### src/rtl/bus_xfer_seq_if.sv
// Command and bus-strobe bundle for the register transfer sequencer.
// The master issues src->dst transfer commands; the slave (sequencer)
// drives the per-register output/write enables and status.
interface bus_xfer_seq_if #(
  parameter int NREG = 4,
  parameter int SELW = 2
);
  logic            cmd_valid;
  logic [SELW-1:0] cmd_src;
  logic [SELW-1:0] cmd_dst;
  logic            cmd_ready;
  logic [NREG-1:0] oe;
  logic [NREG-1:0] we;
  logic            busy;
  logic            done;
  logic            err;
  logic [7:0]      xfer_count;

  modport master (
    output cmd_valid, cmd_src, cmd_dst,
    input  cmd_ready, oe, we, busy, done, err, xfer_count
  );

  modport slave (
    input  cmd_valid, cmd_src, cmd_dst,
    output cmd_ready, oe, we, busy, done, err, xfer_count
  );
endinterface

### src/rtl/bus_xfer_seq.sv
// Register-to-register bus transfer sequencer.
// One accepted command drives register src onto the shared bus for a
// settle cycle, then strobes the write enable of register dst, then
// reports completion. Illegal commands (src==dst or index out of range)
// produce a single error pulse instead. All strobes and status are
// registered; only cmd_ready is combinational.
module bus_xfer_seq #(
  parameter int NREG = 4,
  parameter int SELW = 2
) (
  input logic          clk,
  input logic          rst,
  bus_xfer_seq_if.slave bus
);

  localparam logic [2:0] S_IDLE  = 3'd0;
  localparam logic [2:0] S_DRIVE = 3'd1;
  localparam logic [2:0] S_LATCH = 3'd2;
  localparam logic [2:0] S_DONE  = 3'd3;
  localparam logic [2:0] S_ERR   = 3'd4;

  // Register count at select width plus one, so the range check also
  // works when NREG equals 2**SELW.
  localparam logic [SELW:0] NREG_W = (SELW+1)'(NREG);

  logic [2:0]      state_reg, state_next;
  logic [SELW-1:0] src_reg, src_next;
  logic [SELW-1:0] dst_reg, dst_next;
  logic [NREG-1:0] src_dec, dst_dec;
  logic [NREG-1:0] oe_reg, we_reg;
  logic            busy_reg, done_reg, err_reg;
  logic [7:0]      count_reg;
  logic            cmd_ready;
  logic            accept;
  logic            cmd_legal;

  // Ready only in IDLE and never while reset is asserted, so a command
  // presented together with reset is not consumed.
  assign cmd_ready = (state_reg == S_IDLE) && !rst;
  assign accept    = bus.cmd_valid && cmd_ready;
  assign cmd_legal = (bus.cmd_src != bus.cmd_dst) &&
                     ({1'b0, bus.cmd_src} < NREG_W) &&
                     ({1'b0, bus.cmd_dst} < NREG_W);

  // Next-state and operand capture; operands are frozen at the accept
  // edge so later command changes cannot disturb a transfer in flight.
  always_comb begin
    state_next = state_reg;
    src_next   = src_reg;
    dst_next   = dst_reg;
    case (state_reg)
      S_IDLE: begin
        if (accept) begin
          src_next   = bus.cmd_src;
          dst_next   = bus.cmd_dst;
          state_next = cmd_legal ? S_DRIVE : S_ERR;
        end
      end
      S_DRIVE: state_next = S_LATCH;
      S_LATCH: state_next = S_DONE;
      S_DONE:  state_next = S_IDLE;
      S_ERR:   state_next = S_IDLE;
      default: state_next = S_IDLE;
    endcase
  end

  // One-hot decode of the operands that will be held next cycle, so the
  // strobes can be registered in step with the state.
  genvar gi;
  generate
    for (gi = 0; gi < NREG; gi++) begin : g_dec
      assign src_dec[gi] = (src_next == SELW'(gi));
      assign dst_dec[gi] = (dst_next == SELW'(gi));
    end
  endgenerate

  // State, operand, strobe and counter registers; reset aborts any
  // transfer without a done pulse or count update.
  always_ff @(posedge clk) begin
    if (rst) begin
      state_reg <= S_IDLE;
      src_reg   <= '0;
      dst_reg   <= '0;
      oe_reg    <= '0;
      we_reg    <= '0;
      busy_reg  <= 1'b0;
      done_reg  <= 1'b0;
      err_reg   <= 1'b0;
      count_reg <= 8'd0;
    end else begin
      state_reg <= state_next;
      src_reg   <= src_next;
      dst_reg   <= dst_next;
      oe_reg    <= ((state_next == S_DRIVE) || (state_next == S_LATCH)) ? src_dec : '0;
      we_reg    <= (state_next == S_LATCH) ? dst_dec : '0;
      busy_reg  <= (state_next != S_IDLE);
      done_reg  <= (state_next == S_DONE);
      err_reg   <= (state_next == S_ERR);
      // Count on the edge leaving DONE; wraps 255 -> 0 silently.
      if (state_reg == S_DONE) begin
        count_reg <= count_reg + 8'd1;
      end
    end
  end

  assign bus.cmd_ready  = cmd_ready;
  assign bus.oe         = oe_reg;
  assign bus.we         = we_reg;
  assign bus.busy       = busy_reg;
  assign bus.done       = done_reg;
  assign bus.err        = err_reg;
  assign bus.xfer_count = count_reg;

endmodule

### src/flat_wrapper.sv
// flat-port wrapper written by rule: the top's interface ports become plain ports
module bus_xfer_seq_flat 
#(
  parameter int NREG = 4,
  parameter int SELW = 2
)
  (clk, rst, bus_cmd_valid, bus_cmd_src, bus_cmd_dst, bus_cmd_ready, bus_oe, bus_we, bus_busy, bus_done, bus_err, bus_xfer_count);
  bus_xfer_seq_if #(.NREG(NREG), .SELW(SELW)) bus_i ();
  input logic clk;
  input logic rst;
  input wire logic [$bits(bus_i.cmd_valid)-1:0] bus_cmd_valid;
  input wire logic [$bits(bus_i.cmd_src)-1:0] bus_cmd_src;
  input wire logic [$bits(bus_i.cmd_dst)-1:0] bus_cmd_dst;
  output wire logic [$bits(bus_i.cmd_ready)-1:0] bus_cmd_ready;
  output wire logic [$bits(bus_i.oe)-1:0] bus_oe;
  output wire logic [$bits(bus_i.we)-1:0] bus_we;
  output wire logic [$bits(bus_i.busy)-1:0] bus_busy;
  output wire logic [$bits(bus_i.done)-1:0] bus_done;
  output wire logic [$bits(bus_i.err)-1:0] bus_err;
  output wire logic [$bits(bus_i.xfer_count)-1:0] bus_xfer_count;
  assign bus_i.cmd_valid = bus_cmd_valid;
  assign bus_i.cmd_src = bus_cmd_src;
  assign bus_i.cmd_dst = bus_cmd_dst;
  assign bus_cmd_ready = bus_i.cmd_ready;
  assign bus_oe = bus_i.oe;
  assign bus_we = bus_i.we;
  assign bus_busy = bus_i.busy;
  assign bus_done = bus_i.done;
  assign bus_err = bus_i.err;
  assign bus_xfer_count = bus_i.xfer_count;
  bus_xfer_seq #(.NREG(NREG), .SELW(SELW)) u_core (.clk(clk), .rst(rst), .bus(bus_i));
endmodule
### config.mk
export PLATFORM = sky130hd
export DESIGN_NAME = bus_xfer_seq_flat
export DESIGN_NICKNAME = d
export VERILOG_FILES = /design/src/rtl/bus_xfer_seq_if.sv /design/src/rtl/bus_xfer_seq.sv /design/src/flat_wrapper.sv
export SDC_FILE = /design/constraint.sdc
export NUM_CORES = 1
export LEC_CHECK = 0
export CORE_MARGIN = 2
export CORE_UTILIZATION = 30
export DETAILED_ROUTE_END_ITERATION = 10
export GPL_TIMING_DRIVEN = 0
export SYNTH_ARGS = -nofsm -noshare
export SYNTH_HDL_FRONTEND = slang
export SYNTH_SLANG_ARGS = --single-unit
### constraint.sdc
create_clock -name clk -period 1.6 [get_ports clk]
set_clock_uncertainty 0.2 [all_clocks]
set_input_delay 0.16 -clock clk [delete_from_list [all_inputs] [get_ports clk]]
set_output_delay 0.16 -clock clk [all_outputs]
set_load 0.01 [all_outputs]
==> results_dict.tcl <==
set metrics [dict create \
    leakagePower_nw 0.628 \
    finalSetupViolCount 1 \
    syn_to_final_growth_pct 44.4 \
    synth-edff-count 0 \
    p_comb_share_pct 15.4 \
    power_density_nw_per_um2 902 \
    antenna_cells 0 \
    ir_drop_mv 0.552 \
    rrSetupSlack_ps 30 \
    synth-xor-area-share_pct 4.25 \
    via_per_inst 4.86 \
    crit_start "u_core.state_reg[1]$_SDFF_PP0_" \
    grt_pass1_vias 828 \
    whs_ps 64.5 \
    netlist_area_um2 1030 \
    cts_tree "done" \
    largest_reg_flops 8 \
    clockRootBuffer "clkbuf_4" \
    rsz0062_at_grt "yes" \
    dpl_cell_area_um2 1340 \
    muxShareOfSynthArea_pct 0.971 \
    synth-simple-area-share_pct 22.0 \
    wl_per_cell_um 12.0 \
    fp.dieH_um 62.6 \
    synthAdderAreaFrac_pct 1.21 \
    p_int_mw 1.02 \
    clockPowerShare_pct 33.2 \
    cp.arrival_ps 1280 \
    via_count 914 \
    switching_share_pct 23.9 \
    start_util_pct 31.1 \
    netlist-cell-type-count 31 \
    cp-end-kind "output port" \
    die_x_um 62.6 \
    place_congestion 0.790 \
    cp.required_ps 1240 \
    core_um2 3310 \
    clk_pin_slew_worst_paths_ps 140 \
    track_usage_pct 11.4 \
    antenna_found_initial 0 \
    drt-total-wl_um 2260 \
    dr.pass1.iters 4 \
    timing.final.crit_share_pct 103 \
    fin_ws_ps -40.8 \
    tns_ps -40.8 \
    grt_max_degree 16 \
    cp-start-kind "flop" \
    p_switching_uw 322 \
    hold_path_class "input port to flop" \
    boundaryPins 27 \
    synth_flop_cell "dfxtp_1" \
    synth_nets 115 \
    drtAntennaViolNets 0 \
    power_frac_seq_pct 51.3 \
    fmax_mhz 609 \
    netlist.area_leader.share_pct 50.5 \
    r2r_end "u_core.bus.oe[0]$_SDFF_PP0_" \
    drt_iter0_drc 30 \
    ctsLongestPathBuffers 2 \
    post-route-drc-count 0 \
    netlist_top_cells_area "dfxtp_1 50%, a21oi_1 5.8%, o21ai_0 3.9%, xor2_1 3.4%, nand3_1 2.4%" \
    fin_crit_ps 1640 \
    status "finished, violations left" \
    violations "negative setup slack" \
    worstSetupPathType "flop to output port" \
    ys_seq_area_share_pct 50.5 \
    yosysWarnings 0 \
    synth_seq_cells 26 \
    r2r_cells 4 \
    grt.overflow.total 0 \
    final_nets 151 \
    endpoint "bus_cmd_ready" \
    cap_violations 0 \
    numCtsBuffers 3 \
    synthArstFlopShare_pct 0 \
    synth_top_family_by_area "simple AND/OR/NAND/NOR gates" \
    grt_pass1_wl_um 3670 \
    synth_top_cell_by_area "dfxtp_1" \
    slew_headroom_pct 65.7 \
    fp-row-count 21 \
    clk_latency_ps 320 \
    synth.avg_cell_area_um2 9.64 \
    r2r_start "u_core.state_reg[1]$_SDFF_PP0_" \
    dp_hpwl_um 1510 \
    worst_pin_slew_ps 515 \
    port_buffers 25 \
    path_max_fanout 2 \
    synth_compound_area_share_pct 16.6 \
    die_area_um2 3920 \
    fin_area_um2 1490 \
    final_hold_viol_count 0 \
    htree_num_levels 1 \
    drive_gt1_share_pct 20.4 \
    syn_inst 107 \
    slew_viol_final 0 \
    clock-sinks 26 \
]
[worst min-delay path by stage]
| stage | start | end | slack (ps) | cells past startpoint |
|---|---|---|---|---|
| 2_1_floorplan | bus_cmd_dst[0] | u_core.dst_reg[0]$_SDFF_PP0_ | 110 | 2 |
| 3_3_place_gp | u_core.bus.xfer_count[7]$_SDFFE_PP0N_ | u_core.bus.xfer_count[7]$_SDFFE_PP0N_ | 270 | 2 |
| 3_5_place_dp | u_core.dst_reg[1]$_SDFF_PP0_ | u_core.bus.we[1]$_SDFF_PP0_ | 270 | 1 |
| 4_1_cts | rst | u_core.state_reg[1]$_SDFF_PP0_ | 7 | 2 |
| 5_1_grt | rst | u_core.bus.done$_SDFF_PP0_ | 90 | 2 |
| 6_report | rst | u_core.state_reg[1]$_SDFF_PP0_ | 60 | 2 |
[power by group through the flow]
stage | clock network [mW] | logic, mW | registers [mW]
after global routing | 0.496 | 0.226 | 0.693
after CTS | 0.458 | 0.201 | 0.689
final | 0.447 | 0.207 | 0.690
after global placement | 0 | 0.193 | 0.707
after floorplan | 0 | 0.112 | 0.712
after detailed placement | 0 | 0.195 | 0.708
[area by class of cell]
type | count | area (µm²)
Buffer | 3 | 12.5
Inverter | 3 | 11.3
Tap cell | 46 | 57.6
Clock inverter | 1 | 30.0
Sequential cell | 26 | 542
Timing Repair Buffer | 33 | 313
Clock buffer | 3 | 22.5
Multi-Input combinational cell | 73 | 500
Fill cell | 353 | 1820
[synth_stat cells (3+ instances only)]
library cell / count
a21oi_1: 12
dfxtp_1: 26
inv_1: 3
nand2_1: 4
nand3_1: 5
nor2_1: 4
nor3_1: 4
nor4_1: 3
o21ai_0: 8
or3_1: 4
xor2_1: 4
[cell usage in the layout, fill, tap and decap left out, types with 3 or more instances in the layout]
master           count
dfxtp_4              4
nand2_1              4
xor2_1               3
nand3_1              5
nor2_1               3
buf_4                5
nor3_1               3
dfxtp_1             17
o21ai_0              8
or3_1                3
clkdlybuf4s50_1     14
dlymetal6s2s_1       3
inv_1                3
a21oi_1             11
dlygate4sd2_1        7
clkbuf_4             3
nor4_1               3
dfxtp_2              5
[metrics by stage]
stage	cells	setup slack, ps	power (mW)	utilization (%)
finish	188	-40.8	1.34	45.0
global route	188	-135	1.41	45.0
CTS	186	-159	1.35	43.3
detailed placement	178	-298	0.903	40.4
global placement	178	-307	0.899	40.4
floorplan	107	103	0.824	-
[timing repair]
action,in CTS,in global routing
hold buffers,2,0
pin swaps,5,3
endpoints found under the setup margin,10,20
gates resized for setup,25,11
hold endpoints to repair,1,0
setup buffers,3,3
[layer usage]
metal | GRT usage [%] | routed length (µm) | vias up
li1 | - | - | 465
met1 | 14.2 | 1090 | 414
met2 | 18.4 | 996 | 35
met3 | 5.41 | 175 | 0
met4 | 1.67 | 0 | 0
met5 | 0 | 0 | -
[kinds of logic (layout without fill, tap and decap cells)]
kind of cell    count (synthesis)  after routing
xor+xnor                        5              5
fa+ha+maj                       1              1
mux                             1              1
buf+inv                         8             43
compound gates                 29             29
flops                          26             26
simple gates                   37             37
[critical path: stages, from the launching register on]
cell and delay (ps):
dfxtp_4 370, or3_4 390, nor2_2 70, buf_2 130
No activity file was read; power rests on OpenSTA's default activity.
